--- src/rtl/pc_seq_if.sv ---
// Decoder-to-sequencer control bundle plus the fetch address and stack status
// that flow back towards the program memory and decoder.
interface pc_seq_if #(
   parameter int PC_WIDTH  = 8,
   parameter int CNT_WIDTH = 3
);
   logic                 stall;
   logic                 jump_en;
   logic                 call_en;
   logic                 ret_en;
   logic                 branch_en;
   logic [PC_WIDTH-1:0]  jump_addr;
   logic [PC_WIDTH-1:0]  branch_off;
   logic [PC_WIDTH-1:0]  pc;
   logic [CNT_WIDTH-1:0] stack_cnt;
   logic                 ovf_err;
   logic                 unf_err;

   modport master (
      output stall, jump_en, call_en, ret_en, branch_en, jump_addr, branch_off,
      input  pc, stack_cnt, ovf_err, unf_err
   );

   modport slave (
      input  stall, jump_en, call_en, ret_en, branch_en, jump_addr, branch_off,
      output pc, stack_cnt, ovf_err, unf_err
   );
endinterface

--- src/rtl/pc_sequencer.sv ---
// Program counter with jump, call/return via a hardware return stack, and sticky
// stack misuse flags. Define PC_SEQ_BRANCH_REL_EN to enable pc-relative branches.
module pc_sequencer #(
   parameter int PC_WIDTH    = 8,
   parameter int STACK_DEPTH = 4,
   parameter int CNT_WIDTH   = 3
) (
   input  logic     clk,
   input  logic     res,
   pc_seq_if.slave  bus
);
   localparam int IDX_W = $clog2(STACK_DEPTH);

   logic [PC_WIDTH-1:0]  pc_q, pc_d;
   logic [CNT_WIDTH-1:0] cnt_q, cnt_d;
   logic                 ovf_q, ovf_d;
   logic                 unf_q, unf_d;
   logic                 push_en;
   logic [PC_WIDTH-1:0]  pc_inc;
   logic [IDX_W-1:0]     push_idx;
   logic [IDX_W-1:0]     top_idx;
   logic                 stack_full;
   logic                 stack_empty;
   logic [PC_WIDTH-1:0]  stack_q [STACK_DEPTH];

   assign pc_inc      = pc_q + PC_WIDTH'(1);
   assign push_idx    = IDX_W'(cnt_q);
   assign top_idx     = IDX_W'(cnt_q - CNT_WIDTH'(1));
   assign stack_full  = (cnt_q == CNT_WIDTH'(STACK_DEPTH));
   assign stack_empty = (cnt_q == '0);

`ifndef PC_SEQ_BRANCH_REL_EN
   logic unused_branch;
   assign unused_branch = ^{bus.branch_en, bus.branch_off};
`endif

   // Strict priority chain: stall, ret, call, branch, jump, increment.
   always_comb begin
      pc_d    = pc_q;
      cnt_d   = cnt_q;
      ovf_d   = ovf_q;
      unf_d   = unf_q;
      push_en = 1'b0;
      if (bus.stall) begin
         pc_d = pc_q;
      end else if (bus.ret_en) begin
         if (stack_empty) begin
            pc_d  = pc_inc;
            unf_d = 1'b1;
         end else begin
            pc_d  = stack_q[top_idx];
            cnt_d = cnt_q - CNT_WIDTH'(1);
         end
      end else if (bus.call_en) begin
         if (stack_full) begin
            pc_d  = pc_inc;
            ovf_d = 1'b1;
         end else begin
            push_en = 1'b1;
            pc_d    = bus.jump_addr;
            cnt_d   = cnt_q + CNT_WIDTH'(1);
         end
`ifdef PC_SEQ_BRANCH_REL_EN
      end else if (bus.branch_en) begin
         // Same-width add is the sign-extended add modulo 2^PC_WIDTH.
         pc_d = pc_q + bus.branch_off;
`endif
      end else if (bus.jump_en) begin
         pc_d = bus.jump_addr;
      end else begin
         pc_d = pc_inc;
      end
   end

   always_ff @(posedge clk) begin
      if (res) begin
         pc_q  <= '0;
         cnt_q <= '0;
         ovf_q <= 1'b0;
         unf_q <= 1'b0;
      end else begin
         pc_q  <= pc_d;
         cnt_q <= cnt_d;
         ovf_q <= ovf_d;
         unf_q <= unf_d;
      end
   end

   // Stack contents need no reset; only entries below stack_cnt are ever read.
   always_ff @(posedge clk) begin
      if (push_en) begin
         stack_q[push_idx] <= pc_inc;
      end
   end

   assign bus.pc        = pc_q;
   assign bus.stack_cnt = cnt_q;
   assign bus.ovf_err   = ovf_q;
   assign bus.unf_err   = unf_q;
endmodule

--- src/flat_wrapper.sv ---
// flat-port wrapper written by rule: the top's interface ports become plain ports
module pc_sequencer_flat 
#(
   parameter int PC_WIDTH    = 8,
   parameter int STACK_DEPTH = 4,
   parameter int CNT_WIDTH   = 3
)
  (clk, res, bus_stall, bus_jump_en, bus_call_en, bus_ret_en, bus_branch_en, bus_jump_addr, bus_branch_off, bus_pc, bus_stack_cnt, bus_ovf_err, bus_unf_err);
  pc_seq_if #(.PC_WIDTH(PC_WIDTH), .CNT_WIDTH(CNT_WIDTH)) bus_i ();
  input  logic clk;
  input  logic res;
  input wire logic [$bits(bus_i.stall)-1:0] bus_stall;
  input wire logic [$bits(bus_i.jump_en)-1:0] bus_jump_en;
  input wire logic [$bits(bus_i.call_en)-1:0] bus_call_en;
  input wire logic [$bits(bus_i.ret_en)-1:0] bus_ret_en;
  input wire logic [$bits(bus_i.branch_en)-1:0] bus_branch_en;
  input wire logic [$bits(bus_i.jump_addr)-1:0] bus_jump_addr;
  input wire logic [$bits(bus_i.branch_off)-1:0] bus_branch_off;
  output wire logic [$bits(bus_i.pc)-1:0] bus_pc;
  output wire logic [$bits(bus_i.stack_cnt)-1:0] bus_stack_cnt;
  output wire logic [$bits(bus_i.ovf_err)-1:0] bus_ovf_err;
  output wire logic [$bits(bus_i.unf_err)-1:0] bus_unf_err;
  assign bus_i.stall = bus_stall;
  assign bus_i.jump_en = bus_jump_en;
  assign bus_i.call_en = bus_call_en;
  assign bus_i.ret_en = bus_ret_en;
  assign bus_i.branch_en = bus_branch_en;
  assign bus_i.jump_addr = bus_jump_addr;
  assign bus_i.branch_off = bus_branch_off;
  assign bus_pc = bus_i.pc;
  assign bus_stack_cnt = bus_i.stack_cnt;
  assign bus_ovf_err = bus_i.ovf_err;
  assign bus_unf_err = bus_i.unf_err;
  pc_sequencer #(.PC_WIDTH(PC_WIDTH), .STACK_DEPTH(STACK_DEPTH), .CNT_WIDTH(CNT_WIDTH)) u_core (.clk(clk), .res(res), .bus(bus_i));
endmodule
--- config.mk ---
export PLATFORM = sky130hd
export DESIGN_NAME = pc_sequencer_flat
export DESIGN_NICKNAME = d
export VERILOG_FILES = /design/src/rtl/pc_seq_if.sv /design/src/rtl/pc_sequencer.sv /design/src/flat_wrapper.sv
export SDC_FILE = /design/constraint.sdc
export NUM_CORES = 1
export LEC_CHECK = 0
export ABC_CLOCK_PERIOD_IN_PS = 3600
export BUFFER_PORTS_ARGS = -buffer_cell sky130_fd_sc_hd__buf_2
export CAP_MARGIN = 20
export CELL_PAD_IN_SITES_DETAIL_PLACEMENT = 1
export CELL_PAD_IN_SITES_GLOBAL_PLACEMENT = 1
export CORE_MARGIN = 1
export CORE_UTILIZATION = 48
export CTS_CLUSTER_DIAMETER = 60
export CTS_CLUSTER_SIZE = 12
export DETAILED_ROUTE_END_ITERATION = 6
export MAX_ROUTING_LAYER = met4
export PLACE_DENSITY_LB_ADDON = 0.12
export SYNTH_ARGS = -nofsm -noshare
export SYNTH_HDL_FRONTEND = slang
export SYNTH_SLANG_ARGS = --single-unit
--- constraint.sdc ---
create_clock -name clk -period 3.6 [get_ports clk]
set_clock_uncertainty 0.05 [all_clocks]
set_input_delay 0.18 -clock clk [delete_from_list [all_inputs] [get_ports clk]]
set_output_delay 0.18 -clock clk [all_outputs]
set_load 0.01 [all_outputs]
# Word-level counts from Yosys, hierarchy flattened
# Memories as Yosys holds them, arrays and structs flattened.
# Cells that the tools add are included.
# word_totals
ramBits	32
latchBits	0
inputBits	23
word_cells	33
rom_bits	0
mem_count	1
reg_bits	13
# memory_table
memory	depth	word_bits	rd	rd_clocked_by_memory_dff	wr	line_no	source
u_core.stack_q	4	8	1	0	1	pc_sequencer.sv:24	logic [PC_WIDTH-1:0] stack_q [STACK_DEPTH];
# op_classes
div_mod_pow	0
reduce_logical	5
n_eq_ne	3
bitwise	2
n_addsub	3
mul	0
shift	0
n_mux	15
order_cmp	0
# op_table
cell	count
8-bit two-way mux	5
3-bit two-way mux	4
8-bit by 1-bit adder with 8-bit output (second input constant)	1
4-bit AND reduction	2
1-bit two-way mux	6
2-bit inequality test (second input constant)	2
3-bit by 1-bit adder with 3-bit output (second input constant)	1
3-bit equality test (second input constant)	1
3-bit logical NOT	1
3-bit AND reduction	1
3-bit by 1-bit subtractor with 3-bit output (second input constant)	1
1-bit NOT	2
2-bit nonzero test	1

# Depth between registers and ports, before layout
# logic_depth
word_depth	7
depth_mapped	8
mapped_depth_nobuf	6

# Least setup slack after synthesis
# OpenSTA, ideal clock, no wires.
# synth_path
path_kind	register to register
start	register u_core.cnt_q[0] (netlist: u_core.bus.stack_cnt[0])
end	register u_core.pc_q[1] (netlist: u_core.bus.pc[1])
slack_ns	1.586
n_path_buf	2
stages_incl_launch_ff	9
arrival_ns	1.834
cell_sequence	dfxtp_1 -> buf_6 -> inv_1 -> ha_1 -> clkbuf_2 -> mux4_2 -> and2_4 -> a211oi_2 -> a2111oi_2
# synth_between
elab_chain_len	4
elab_cells_between_ends	8
# synth_lines
element	line_no	source
start: declaration	pc_sequencer.sv:15	logic [CNT_WIDTH-1:0] cnt_q, cnt_d;
start signal: assignment	pc_sequencer.sv:83	cnt_q <= cnt_d;
3-bit by 1-bit subtractor with 3-bit output or 3-bit equality test (tied branches)	pc_sequencer.sv:28, pc_sequencer.sv:29	
memory read 4 x 8 bit or 8-bit two-way mux (tied branches)	--	
8-bit two-way mux (on tied branches)	pc_sequencer.sv:47, pc_sequencer.sv:54	
8-bit two-way mux (*)	pc_sequencer.sv:46	end else if (bus.ret_en) begin
end signal: assignment	pc_sequencer.sv:82	pc_q <= pc_d;
end: declaration	pc_sequencer.sv:14	logic [PC_WIDTH-1:0] pc_q, pc_d;
# Mark *: on every way between the ends. The rest lies on a longest branch, timed or not.
# A chain may end at the register's enable or synchronous reset.

# Worst setup path in the final report
# layout_path
start	register u_core.cnt_q[0] (netlist: u_core.bus.stack_cnt[0])
end	memory u_core.stack_q[3][1] (enable)
# layout_between
elab_chain_len	7
# layout_lines
element	line_no	source
3-bit equality test	pc_sequencer.sv:29	assign stack_full = (cnt_q == CNT_WIDTH'(STACK_DEPTH));
1-bit two-way mux	pc_sequencer.sv:55	if (stack_full) begin
1-bit two-way mux	pc_sequencer.sv:54	end else if (bus.call_en) begin
1-bit two-way mux	pc_sequencer.sv:46	
1-bit two-way mux	pc_sequencer.sv:44	if (bus.stall) begin
1-bit two-way mux	pc_sequencer.sv:91	if (push_en) begin
1-bit two-way mux (implied by the code)	pc_sequencer.sv:92	stack_q[push_idx] <= pc_inc;
end: declaration	pc_sequencer.sv:24	
# Several ways; a longest one is shown, not always the timed one.

==> key figures <==
Logic synthesis
  – Register area share after synthesis: 0.571
  – Post-synth design cell area: 2140 um^2
  – Synth Register Bits: 45
  – Mapped Nets: between 150 and 200
  – Synth unique cells: 37
  – Warning count from the yosys run: 0
  – Syn_area_per_cell: approximately 13 um^2
  – Syn Inst Count: 160

STA
  – Max Fclk: roughly 430 MHz
  – Max Slew Vio Count: 0
  – Number of setup violations in the final report: 0
  – Final min period: 2.33 ns
  – Fin Setup TNS: 0 ns
  – Slew @ Worst Pin: 0.801 ns
  – Final WS setup: 1.27 ns
  – Hold Slack: between 0.15 and 0.2 ns
  – Final hold violations: 0
  – RSZ-0062 raised after global routing: false
  – Final Cycle Share: 0.648
  – Slew HR: 0.464

Routing
  – DRT Pass-1 Iters: 4
  – DRT antenna net count: 0
  – Iter 0 DRT Violations: 43
  – Routed wire length: between 4000 and 5000 um
  – Routed length per instance: about 19 um
  – DR vias: 1,379
  – DRC violations left: 0
  – Vias/cell: 5.79

Die
  – Ports: 36
  – Die height: a little under 70 um
  – Initial core utilization: 0.516
  – Core ar.: approximately 4100 um^2
  – Die area: 4730 um^2
  – Chip Width: slightly below 70 um
  – Row cnt: 23

Clocking
  – Post-CTS Hold Fix Bufs: 0
  – Post-CTS setup buffer count: 0
  – Clock latency on the worst-skew pair: around 0.29 ns
  – CTS tree: yes
  – Clock sink count: 45
  – Clock Path Buffers: 2
  – Worst-path clk slew: 0.08 ns
  – CTS root buf: clkbuf_8
  – Num CTS Buffers: 5
  – Post-CTS resize count: 0
  – H-tree Lvls: 2

Final layout
  – Commonest non-fill, non-tap cell in the layout: edfxtp_1
  – Commonest cells after routing, fill and taps aside: edfxtp_1 (32), buf_2 (26), nor2_1 (15)
  – Filler cell count: about 420
  – Nets: ~220
  – Ant diodes: 0
  – Share of layout cells above drive strength 1: 0.287
  – Layout area overhead: 12.2%
  – Final core occ: 0.579

Job
  – Max-cap violations: 0

Placement
  – GP Congestion: slightly below 0.8
  – # port buffers: 26
  – Pre-CTS setup slack: ~1.2 ns
  – HPWL Detailed: between 3000 and 4000 um

Power
  – Comb power frac: 0.195
  – Sequential Power Share: 0.496
  – Pwr dens: just over 500 nW/um^2
  – Clock share of power: 0.309
  – Lkg Pwr: 0.854 nW
  – Int Pwr: approximately 900 uW
  – Worst VDD drop: approximately 0.00033 V
  – Switching pwr: ~330 uW
  – Switching share of power: 0.268

Global route
  – Met3 Resource Use GR: 0.0395
  – Tot GR Track Use: 0.223
  – Initial antenna violation count: 0
  – Vias in the first global route: between 1,000 and 1,500
  – Largest net degree at the start of global routing: 16
  – GR Overflow Total: 0
  – Global-route wire length before repair: between 6000 and 7000 um
  – GRT met2 Usage: 0.365
  – GR Layer Usage met1: 0.281
  – Top Usage Layer GRT: met2

Setup path
  – Crit path launch type: register
  – CP Capture Type: register
  – Critical path class: register to register
  – Required time at the worst-slack endpoint: 3.48 ns
  – CP Max Fanout: 13
  – Arr. time, crit path: around 2.2 ns

Run status
  – Outcome: completed

Min path
  – Hold Path Class: input pin to register
## area by class of cell
type | instances | area (um^2) | area share
multi-input cells | 102 | 846 | 0.352
repair buffers | 27 | 138 | 0.0573
clock buffers | 5 | 68.8 | 0.0287
clock inverters | 2 | 38.8 | 0.0162
flip-flops and latches | 45 | 1220 | 0.509
inverters | 7 | 26.3 | 0.0109
well taps | 50 | 62.6 | 0.0261
## path summary, 6_finish.rpt
check	startpoint	end	slack, ns	cells after the start
worst max-delay path	u_core.bus.stack_cnt[0]$_SDFFE_PP0P_	u_core.stack_q[3][1]$_DFFE_PP_	1.27	6
worst min-delay path	res	u_core.bus.stack_cnt[0]$_SDFFE_PP0P_	0.18	2
worst max register to register	u_core.bus.stack_cnt[0]$_SDFFE_PP0P_	u_core.stack_q[3][1]$_DFFE_PP_	1.27	6
worst min register to register	u_core.bus.unf_err$_SDFFE_PP0P_	u_core.bus.unf_err$_SDFFE_PP0P_	0.42	2
## Yosys cell counts
library cell | count | area share
and3_4 | 1 | 0.0053
a21o_1 | 1 | 0.0035
dfxtp_1 | 13 | 0.12
inv_1 | 7 | 0.012
xnor2_1 | 5 | 0.020
nor4_2 | 1 | 0.0058
nand2b_1 | 3 | 0.0088
and2_4 | 1 | 0.0041
buf_6 | 3 | 0.016
mux4_2 | 8 | 0.084
xor2_1 | 2 | 0.0082
and2b_2 | 1 | 0.0041
a21oi_1 | 1 | 0.0023
a22oi_1 | 6 | 0.021
a211oi_2 | 3 | 0.018
nand3_1 | 4 | 0.0094
clkbuf_2 | 1 | 0.0023
nor2b_1 | 1 | 0.0029
nor4_4 | 1 | 0.0099
edfxtp_1 | 32 | 0.45
nor2_2 | 2 | 0.0058
ha_1 | 6 | 0.035
nor3_1 | 2 | 0.0047
a31oi_1 | 6 | 0.018
a211oi_1 | 3 | 0.011
o21a_1 | 2 | 0.0070
a2111oi_2 | 2 | 0.014
o31a_1 | 1 | 0.0041
nor4_1 | 1 | 0.0029
or2_1 | 3 | 0.0088
o22ai_1 | 3 | 0.0088
nor2_1 | 15 | 0.026
clkbuf_1 | 2 | 0.0035
o21ai_0 | 3 | 0.0070
nand2_1 | 10 | 0.018
nand3b_1 | 1 | 0.0035
mux2i_1 | 3 | 0.014
## metal layers
metal | vias to the layer above | part of all wire
li1 | 657 | -
met1 | 694 | 0.46
met2 | 23 | 0.49
met3 | 5 | 0.030
met4 | 0 | 0.011
met5 | - | 0
## sequential cells by signal, summed over array words and instances, names as in the netlist
register	flops
u_core.bus.unf_err	1
u_core.bus.ovf_err	1
u_core.stack_q	32
u_core.bus.pc	8
u_core.bus.stack_cnt	3
## per-stage QoR
stage	total power [mW]	instance area, um^2	std cells
2_1_floorplan	0.788	2140	160
3_3_place_gp	0.845	2290	231
3_5_place_dp	0.858	2290	231
4_1_cts	1.23	2400	238
5_1_grt	1.27	2400	238
6_report	1.22	2400	238
## kinds of logic (layout without fill, tap and decap cells)
kind of cell / Yosys count / count (layout) / share of synthesized area
AOI/OAI and AO/OA: 31 / 31 / 0.113
DFF: 45 / 45 / 0.571
adders and majority gates: 6 / 6 / 0.0351
and+or+nand+nor: 47 / 47 / 0.120
muxes: 11 / 11 / 0.0982
buffers and inverters: 13 / 41 / 0.0339
xor gates and xnor gates: 7 / 7 / 0.0287
## power groups by stage
stage	Sequential (mW)	Combinational, mW	Clock (mW)
2_1_floorplan	0.620	0.169	0
3_3_place_gp	0.615	0.231	0
3_5_place_dp	0.617	0.241	0
4_1_cts	0.605	0.241	0.382
5_1_grt	0.609	0.262	0.399
6_report	0.605	0.238	0.377
## worst max-delay path, stage by stage (launching register included)
cell and delay, ns:
dfxtp_1 0.32, buf_4 0.24, inv_1 0.12, ha_1 0.33, nand2_1 0.11, nand3_1 0.15, nor2_1 0.65
Power figures use the tool's default switching activity.
